--- src/rtl/chip_test_sequencer.sv ---
// chip_test_sequencer
//
// Top-level controller for the chip checker. One DUT socket is shared
// between N_TESTERS tester blocks. A rising edge on Run latches Sel, drives
// the socket pin-mux select, waits SETTLE_CYC cycles for the mux to settle,
// then raises the selected tester's Run line and supervises it with a
// TIMEOUT_CYC watchdog. The result is held until a rising edge on Ack.
//
// Optional build macro: CHIP_SWEEP_EN
//   When defined, adds input Sweep and output Pass_Map. A Run edge with
//   Sweep=1 tests every tester in turn. Each test finishes with a one-cycle
//   Tester_Disp pulse. RESULT then reports the AND of all passes, and
//   Timeout reports the OR of all timeouts.
//
// Ports
//   Clk          system clock
//   Reset        asynchronous active-high reset
//   Run          user start (rising edge starts a test)
//   Ack          user acknowledge (rising edge releases the result)
//   Sel          chip-select code, sampled on the Run edge
//   Tester_Sel   registered socket pin-mux select
//   Tester_Run   one-hot Run to the testers
//   Tester_Done  Done from each tester
//   Tester_RSLT  RSLT from each tester (1 = pass)
//   Tester_Disp  one-hot DISP_RSLT to the testers
//   Busy         test in progress
//   Done         result valid
//   RSLT         1 = pass
//   Timeout      failure caused by the watchdog
//   Bad_Sel      failure caused by Sel >= N_TESTERS
//   Sweep        (CHIP_SWEEP_EN) run all testers back to back
//   Pass_Map     (CHIP_SWEEP_EN) per-tester pass bits from the last sweep

module chip_test_sequencer #(
    parameter int N_TESTERS   = 4,
    parameter int SEL_W       = 2,
    parameter int SETTLE_CYC  = 16,
    parameter int TIMEOUT_CYC = 65535
) (
    input  logic                 Clk,
    input  logic                 Reset,
    input  logic                 Run,
    input  logic                 Ack,
    input  logic [SEL_W-1:0]     Sel,
`ifdef CHIP_SWEEP_EN
    input  logic                 Sweep,
    output logic [N_TESTERS-1:0] Pass_Map,
`endif
    output logic [SEL_W-1:0]     Tester_Sel,
    output logic [N_TESTERS-1:0] Tester_Run,
    input  logic [N_TESTERS-1:0] Tester_Done,
    input  logic [N_TESTERS-1:0] Tester_RSLT,
    output logic [N_TESTERS-1:0] Tester_Disp,
    output logic                 Busy,
    output logic                 Done,
    output logic                 RSLT,
    output logic                 Timeout,
    output logic                 Bad_Sel
);

    // One counter serves both the settle delay and the watchdog, so it is
    // sized for the larger terminal count.
    localparam int MAX_CYC = (SETTLE_CYC > TIMEOUT_CYC) ? SETTLE_CYC : TIMEOUT_CYC;
    localparam int CNT_W   = $clog2(MAX_CYC + 1);
    localparam logic [CNT_W-1:0] SETTLE_LAST  = CNT_W'(SETTLE_CYC - 1);
    localparam logic [CNT_W-1:0] TIMEOUT_LAST = CNT_W'(TIMEOUT_CYC - 1);
    localparam logic [SEL_W-1:0] LAST_SEL     = SEL_W'(N_TESTERS - 1);

    typedef enum logic [2:0] {
        S_IDLE,
        S_SETTLE,
        S_RUN,
        S_WAIT,
        S_RESULT,
        S_SWDISP
    } state_t;

    state_t               state, state_nx;
    logic [CNT_W-1:0]     cnt, cnt_nx;
    logic [SEL_W-1:0]     cur_sel, cur_sel_nx;
    logic [SEL_W-1:0]     tsel_nx;
    logic [N_TESTERS-1:0] trun_nx, tdisp_nx;
    logic                 rslt_nx, tmo_nx, bad_nx;
    logic                 run_q, ack_q;

`ifdef CHIP_SWEEP_EN
    logic                 sweep_r, sweep_nx;
    logic [N_TESTERS-1:0] pmap_nx;
    logic                 tmo_acc, tmo_acc_nx;
`endif

    logic                 run_edge, ack_edge;
    logic                 sel_ok;
    logic [N_TESTERS-1:0] sel_onehot;
    logic                 done_hit, rslt_hit;

    assign run_edge = Run & ~run_q;
    assign ack_edge = Ack & ~ack_q;
    assign sel_ok   = (int'(Sel) < N_TESTERS);

    // Decode of the latched select; masking with it keeps Done/RSLT from
    // non-selected testers out of the FSM.
    always_comb begin
        sel_onehot = '0;
        for (int i = 0; i < N_TESTERS; i++) begin
            sel_onehot[i] = (cur_sel == SEL_W'(i));
        end
    end

    assign done_hit = |(Tester_Done & sel_onehot);
    assign rslt_hit = |(Tester_RSLT & sel_onehot);

    assign Busy = (state == S_SETTLE) || (state == S_RUN) ||
                  (state == S_WAIT)   || (state == S_SWDISP);
    assign Done = (state == S_RESULT);

    // State and output registers
    always_ff @(posedge Clk or posedge Reset) begin
        if (Reset) begin
            state       <= S_IDLE;
            cnt         <= '0;
            cur_sel     <= '0;
            run_q       <= 1'b0;
            ack_q       <= 1'b0;
            Tester_Sel  <= '0;
            Tester_Run  <= '0;
            Tester_Disp <= '0;
            RSLT        <= 1'b0;
            Timeout     <= 1'b0;
            Bad_Sel     <= 1'b0;
`ifdef CHIP_SWEEP_EN
            sweep_r     <= 1'b0;
            Pass_Map    <= '0;
            tmo_acc     <= 1'b0;
`endif
        end else begin
            state       <= state_nx;
            cnt         <= cnt_nx;
            cur_sel     <= cur_sel_nx;
            run_q       <= Run;
            ack_q       <= Ack;
            Tester_Sel  <= tsel_nx;
            Tester_Run  <= trun_nx;
            Tester_Disp <= tdisp_nx;
            RSLT        <= rslt_nx;
            Timeout     <= tmo_nx;
            Bad_Sel     <= bad_nx;
`ifdef CHIP_SWEEP_EN
            sweep_r     <= sweep_nx;
            Pass_Map    <= pmap_nx;
            tmo_acc     <= tmo_acc_nx;
`endif
        end
    end

    // Next-state and next-output logic
    always_comb begin
        state_nx   = state;
        cnt_nx     = cnt;
        cur_sel_nx = cur_sel;
        tsel_nx    = Tester_Sel;
        trun_nx    = Tester_Run;
        tdisp_nx   = Tester_Disp;
        rslt_nx    = RSLT;
        tmo_nx     = Timeout;
        bad_nx     = Bad_Sel;
`ifdef CHIP_SWEEP_EN
        sweep_nx   = sweep_r;
        pmap_nx    = Pass_Map;
        tmo_acc_nx = tmo_acc;
`endif

        case (state)
            S_IDLE: begin
                if (run_edge) begin
                    cnt_nx = '0;
`ifdef CHIP_SWEEP_EN
                    if (Sweep) begin
                        sweep_nx   = 1'b1;
                        pmap_nx    = '0;
                        tmo_acc_nx = 1'b0;
                        cur_sel_nx = '0;
                        tsel_nx    = '0;
                        state_nx   = S_SETTLE;
                    end else
`endif
                    begin
                        cur_sel_nx = Sel;
                        tsel_nx    = Sel;
                        if (!sel_ok) begin
                            // No tester behind this code: fail without touching Run/Disp.
                            bad_nx   = 1'b1;
                            rslt_nx  = 1'b0;
                            state_nx = S_RESULT;
                        end else begin
                            state_nx = S_SETTLE;
                        end
                    end
                end
            end

            S_SETTLE: begin
                if (cnt == SETTLE_LAST) begin
                    state_nx = S_RUN;
                end else begin
                    cnt_nx = cnt + CNT_W'(1);
                end
            end

            S_RUN: begin
                trun_nx  = sel_onehot;
                cnt_nx   = '0;
                state_nx = S_WAIT;
            end

            S_WAIT: begin
                // A Done in the terminal-count cycle still counts as a real result.
                if (done_hit || (cnt == TIMEOUT_LAST)) begin
                    trun_nx  = '0;
                    tdisp_nx = sel_onehot;
`ifdef CHIP_SWEEP_EN
                    if (sweep_r) begin
                        if (done_hit && rslt_hit) begin
                            pmap_nx = Pass_Map | sel_onehot;
                        end
                        tmo_acc_nx = tmo_acc | ~done_hit;
                        state_nx   = S_SWDISP;
                    end else
`endif
                    begin
                        rslt_nx  = done_hit & rslt_hit;
                        tmo_nx   = ~done_hit;
                        state_nx = S_RESULT;
                    end
                end else begin
                    cnt_nx = cnt + CNT_W'(1);
                end
            end

`ifdef CHIP_SWEEP_EN
            S_SWDISP: begin
                // One-cycle display pulse, then either the next tester or the summary.
                tdisp_nx = '0;
                cnt_nx   = '0;
                if (cur_sel == LAST_SEL) begin
                    rslt_nx  = &Pass_Map;
                    tmo_nx   = tmo_acc;
                    state_nx = S_RESULT;
                end else begin
                    cur_sel_nx = cur_sel + SEL_W'(1);
                    tsel_nx    = cur_sel + SEL_W'(1);
                    state_nx   = S_SETTLE;
                end
            end
`endif

            S_RESULT: begin
                if (ack_edge) begin
                    rslt_nx  = 1'b0;
                    tmo_nx   = 1'b0;
                    bad_nx   = 1'b0;
                    tdisp_nx = '0;
`ifdef CHIP_SWEEP_EN
                    sweep_nx = 1'b0;
`endif
                    state_nx = S_IDLE;
                end
            end

            default: begin
                state_nx = S_IDLE;
            end
        endcase
    end

endmodule

--- config.mk ---
export PLATFORM = sky130hd
export DESIGN_NAME = chip_test_sequencer
export DESIGN_NICKNAME = d
export VERILOG_FILES = /design/src/rtl/chip_test_sequencer.sv
export SDC_FILE = /design/constraint.sdc
export NUM_CORES = 1
export LEC_CHECK = 0
export CORE_ASPECT_RATIO = 1.4
export CORE_MARGIN = 2
export CORE_UTILIZATION = 50
export DETAILED_ROUTE_END_ITERATION = 8
export PLACE_DENSITY = 0.82
export REMOVE_ABC_BUFFERS = 1
export SLEW_MARGIN = 20
export SYNTH_ARGS = -nofsm -noshare
export SYNTH_HDL_FRONTEND = slang
export SYNTH_SLANG_ARGS = --single-unit
--- constraint.sdc ---
create_clock -name Clk -period 2.5 [get_ports Clk]
set_input_delay 0.375 -clock Clk [delete_from_list [all_inputs] [get_ports Clk]]
set_output_delay 0.375 -clock Clk [all_outputs]
set_load 0.005 [all_outputs]
[After elaboration in Yosys (flattened, before gate mapping)]
Cells that the tools add are included.
Word-level totals
  flip-flop bits (word level): 33
  output and inout bits: 15
  word-level logic and storage cells: 69
Operators by class
  add/sub/neg operators: 1
  equal/unequal tests: 16
  mux-type cells: 19
  bitwise gates (word level): 8
  reduce and logical (&&, ||, !) cells: 16
Operator list (number)
  $pmux W16 S4: 1
  $mux W16: 3
  $add A16 B1 Y16 const B: 1
  $eq A16 B16 Y1 const B: 1
  $eq A16 B4 Y1 const B: 1
  $pmux W4 S2: 2
  $pmux W3 S5: 1
  $mux W3: 4
  $mux W4: 3
  $and A4 B4 Y4: 2
  $reduce_and A4 Y1: 2
  $reduce_or A4 Y1: 2
  $eq A3 B2 Y1 const B: 2
  $eq A3 B3 Y1 const B: 2
  $ne A2 B1 Y1 const B: 3
  $ne A2 B2 Y1 const B: 3
  $eq A2 B2 Y1 const B: 2
  $logic_or A1 B1 Y1: 4
  $pmux W1 S2: 2
  $reduce_and A2 Y1: 2
  $reduce_bool A2 Y1: 2
  $reduce_bool A4 Y1: 1
  $and A1 B1 Y1: 3
  $eq A3 B1 Y1 const B: 1
  other kinds (6): 10

[Depth between registers and ports, before layout]
  word-level depth: 6
  mapped depth: 9

[Least setup slack after synthesis]
No wires, ideal clock.
  kind: reg2reg
  start point: register cnt[6]
  end point: register cnt[1]
  setup time: 125 ps
  data arrival time: 2072 ps
  data required time: 2375 ps
  slack: 303 ps
  stages on the path, launching flop included: 7
  path buffers: 2
  period minus slack after synthesis: 2197 ps
  cell sequence: dfrtp_1 or4_1 or4_1 buf_2 and3_1 buf_6 mux2_4
Between the ends
  longest elaborated chain between the ends: 4
  elaborated cells between the ends (all ways): 6
  classes of those cells: 4 x eq/ne; 2 x reduce/logical
Ends and longest elaborated chain
  start: declaration: RTL line 79  | logic [CNT_W-1:0] cnt, cnt_nx;
  start signal: assignment: RTL line 138  | cnt <= cnt_nx;
  $eq A16 B16 Y1: RTL line 218  | if (done_hit || (cnt == TIMEOUT_LAST)) begin
  $logic_or A1 B1 Y1: RTL line 218
  $ne A2 B2 Y1 (no source line)
  $reduce_and A4 Y1 (no source line) *
Every way passes the cells marked *; elsewhere a longest branch is shown, timed or not.
A chain may end at the register's enable or synchronous reset.

[Worst setup path after layout]
  start point: register cnt[6]
  end point: register cnt[13]
Between the ends
  longest elaborated chain between the ends: 4
  elaborated cells between the ends (all ways): 10
  classes of those cells: 1 x add/sub; 4 x eq/ne; 3 x mux; 2 x reduce/logical
Ends and longest elaborated chain
  parallel branches: the longest is 4 deep, another holds $add A16 B1 Y16
Several ways; the timed one is not identified. The select of a mux whose other input is x is not followed.

==> flow_metrics.env <==
export IMPL_syn_area_um2=1720
export IMPL_drc=0
export IMPL_die_h_um=73.5
export IMPL_tightest_slew_ns=0.509
export IMPL_cp_max_fo=9
export IMPL_rr_endpoint="cnt[13]"
export IMPL_cts_setup_buffers=0
export IMPL_start_util_pct=51.5
export IMPL_dr_total_vias=1548
export IMPL_cts_resized=0
export IMPL_synth_xor_area_share_pct=0
export IMPL_finalNetCount=228
export IMPL_fin_worst_skew_ns=0.00644
export IMPL_post_drt_wl_per_cell_um=16.3
export IMPL_cts_max_level=2
export IMPL_finalCritPeriodShare_pct=85.1
export IMPL_holdWs_ns=0.481
export IMPL_grt_start_max_net_pins=34
export IMPL_hold_viol_final=0
export IMPL_yosys_area_share_simple_pct=21.9
export IMPL_crit_type="reg2reg"
export IMPL_drtIter0Drc=55
export IMPL_synth_top_area_share_pct=47.9
export IMPL_drive_above_1_share_pct=9.86
export IMPL_antenna_left=0
export IMPL_crit_path_start="cnt[6]"
export IMPL_yosysMostFrequentCell="dfrtp_1"
export IMPL_setup_viol=0
export IMPL_yosysSeqAreaShare_pct=47.9
export IMPL_cp_data_arrival_time_ns=2.33
export IMPL_totalWireLength_um=4120
export IMPL_cp_endpoint="cnt[13]"
export IMPL_post_route_min_period_ns=2.13
export IMPL_numCtsBuffers=5
export IMPL_peakVddDrop_uv=502
export IMPL_dr_pass1_iters=4
export IMPL_syn_to_final_growth_pct=23.1
export IMPL_tns_ns=0
export IMPL_die_w_um=53.6
export IMPL_clk_pin_slew_ns=0.07
export IMPL_p_leak_nw=0.952
export IMPL_synth_common_cells="dfrtp_1, nand2_1, a31oi_1"
export IMPL_root_buffer="clkbuf_8"
export IMPL_overflow=0
export IMPL_dieArea_um2=3940
export IMPL_rsz0062_at_grt="no"
export IMPL_synth_top_family_by_area="simple AND/OR/NAND/NOR gates"
export IMPL_async_flop_share_pct=100
export IMPL_vias_per_cell=6.12
export IMPL_synth_edff_count=0
export IMPL_dp_hpwl_um=3110
export IMPL_synth_area_leaders="dfrtp_1, a31oi_1, nand2_1"
export IMPL_endpoint_kind="register"
export IMPL_report_final_slew_viol_count=0
export IMPL_grt_pass1_wl_um=6690
export IMPL_cp_required_ns=2.70
export IMPL_place_congestion=0.821
export IMPL_synth_adder_area_share_pct=1.45
export IMPL_power_density_nw_per_um2=1030
export IMPL_cts_hold_buf=0
export IMPL_antenna_found_initial=0
export IMPL_clock_latency_ns=0.29
export IMPL_muxShareOfSynthArea_pct=4.14
export IMPL_ys_ff_latch=33
export IMPL_cts_tree="done"
export IMPL_ys_flop_type="dfrtp_1"
export IMPL_clk_path_buf_depth=2
export IMPL_clock_sinks=33
export IMPL_status="finished, final reports clean"
export IMPL_rrSetupSlack_ns=0.37
export IMPL_clock_fmax_mhz=470
export IMPL_rows=25
export IMPL_coreArea_um2=3350
export IMPL_grtUsageTotal_pct=23.6
export IMPL_ys_warn_count=0
export IMPL_worstReg2RegStart="cnt[6]"
export IMPL_ys_types=36
export IMPL_synth_compound_area_share_pct=19.0
export IMPL_io_pins=29
export IMPL_worstRegToRegCells=5
export IMPL_diodes=0
export IMPL_start_kind="register"
export IMPL_yosysTopAreaCell="dfrtp_1"
export IMPL_grt_pass1_vias=1528
export IMPL_synth_cells=184
export IMPL_hold_path_class="in2async"
export IMPL_port_buffer_count=27
export IMPL_maxCapViolations=0
export IMPL_syn_area_per_cell_um2=9.36
export IMPL_slew_headroom_pct=65.8
-- placed cells by master (no fill, tap or decap), drive strengths merged, types with 4 or more instances in the layout --
cell	count
a31oi	18
inv	5
nand2	24
nand2b	4
nand3	15
nor4	5
buf	7
nor2	6
o21ai	11
dfrtp	33
a21oi	9
o31ai	4
clkbuf	5
clkdlybuf4s50	27
and3	6
-- flip-flops by register name (all words and copies together) (netlist names) --
| register | count |
|---|---|
| Tester_Run | 4 |
| RSLT | 1 |
| Timeout | 1 |
| cur_sel | 2 |
| state | 3 |
| ack_q | 1 |
| cnt | 16 |
| run_q | 1 |
| Tester_Disp | 4 |
-- routing by layer --
metal  global-route usage (%)  share of wire [%]  vias up
met4                     11.4                2.0        0
met1                     24.4                 38      732
met2                     42.9                 53       66
met5                        0                  0        -
li1                         -                  -      741
met3                     5.69                7.1        9
-- stage by stage --
step	worst slack (ns)	instances	instance area, um^2	util [%]	power, W
after global placement	0.220	245	2030	60.8	0.00176
after global routing	0.259	253	2120	63.4	0.00234
final	0.372	253	2120	63.4	0.00218
after detailed placement	0.190	245	2030	60.8	0.00181
after CTS	0.364	253	2120	63.4	0.00220
after floorplan	0.231	171	1650	-	0.00133
-- critical path, stage by stage, from the launching register on --
cell and delay [ns]:
dfrtp_1 0.43, or4_1 0.53, or4_1 0.49, and3_1 0.22
buf_4 0.18, a31oi_1 0.18
-- worst min path at each step --
stage	slack (ns)	cells after the start	endpoint	startpoint
5_1_grt	0.51	3	ack_q	Reset
3_3_place_gp	0.47	2	Tester_Run[0]	Tester_Run[0]
4_1_cts	0.49	3	ack_q	Reset
6_report	0.48	3	ack_q	Reset
2_1_floorplan	0.41	0	ack_q	Ack
3_5_place_dp	0.48	2	Tester_Run[2]	Tester_Run[2]
-- kinds of logic (layout without fill, tap and decap cells) --
logic type,Yosys count,count (layout)
multiplexers,4,4
AND/OR/NAND/NOR,74,74
adder cells (fa/ha/maj),2,2
other,1,1
flip-flops,33,33
buffers and inverters,18,47
AO/OA/AOI/OAI,52,52
-- final cells by class --
| class | instances | area [um^2] |
|---|---|---|
| Clock inverter | 3 | 17.5 |
| Tap cell | 40 | 50.0 |
| Clock buffer | 5 | 68.8 |
| Timing Repair Buffer | 34 | 335 |
| Sequential cell | 33 | 826 |
| Multi-Input combinational cell | 133 | 805 |
| Inverter | 5 | 18.8 |
| Fill cell | 273 | 1230 |
-- where the power goes --
| part | switching [W] | internal (W) | total [W] |
|---|---|---|---|
| Combinational | 0.000469 | 0.000476 | 0.000945 |
| Clock | 0.000196 | 0.000192 | 0.000388 |
| Sequential | 0.000160 | 0.000690 | 0.000850 |
Note: power is estimated with default switching activity, not from simulation.
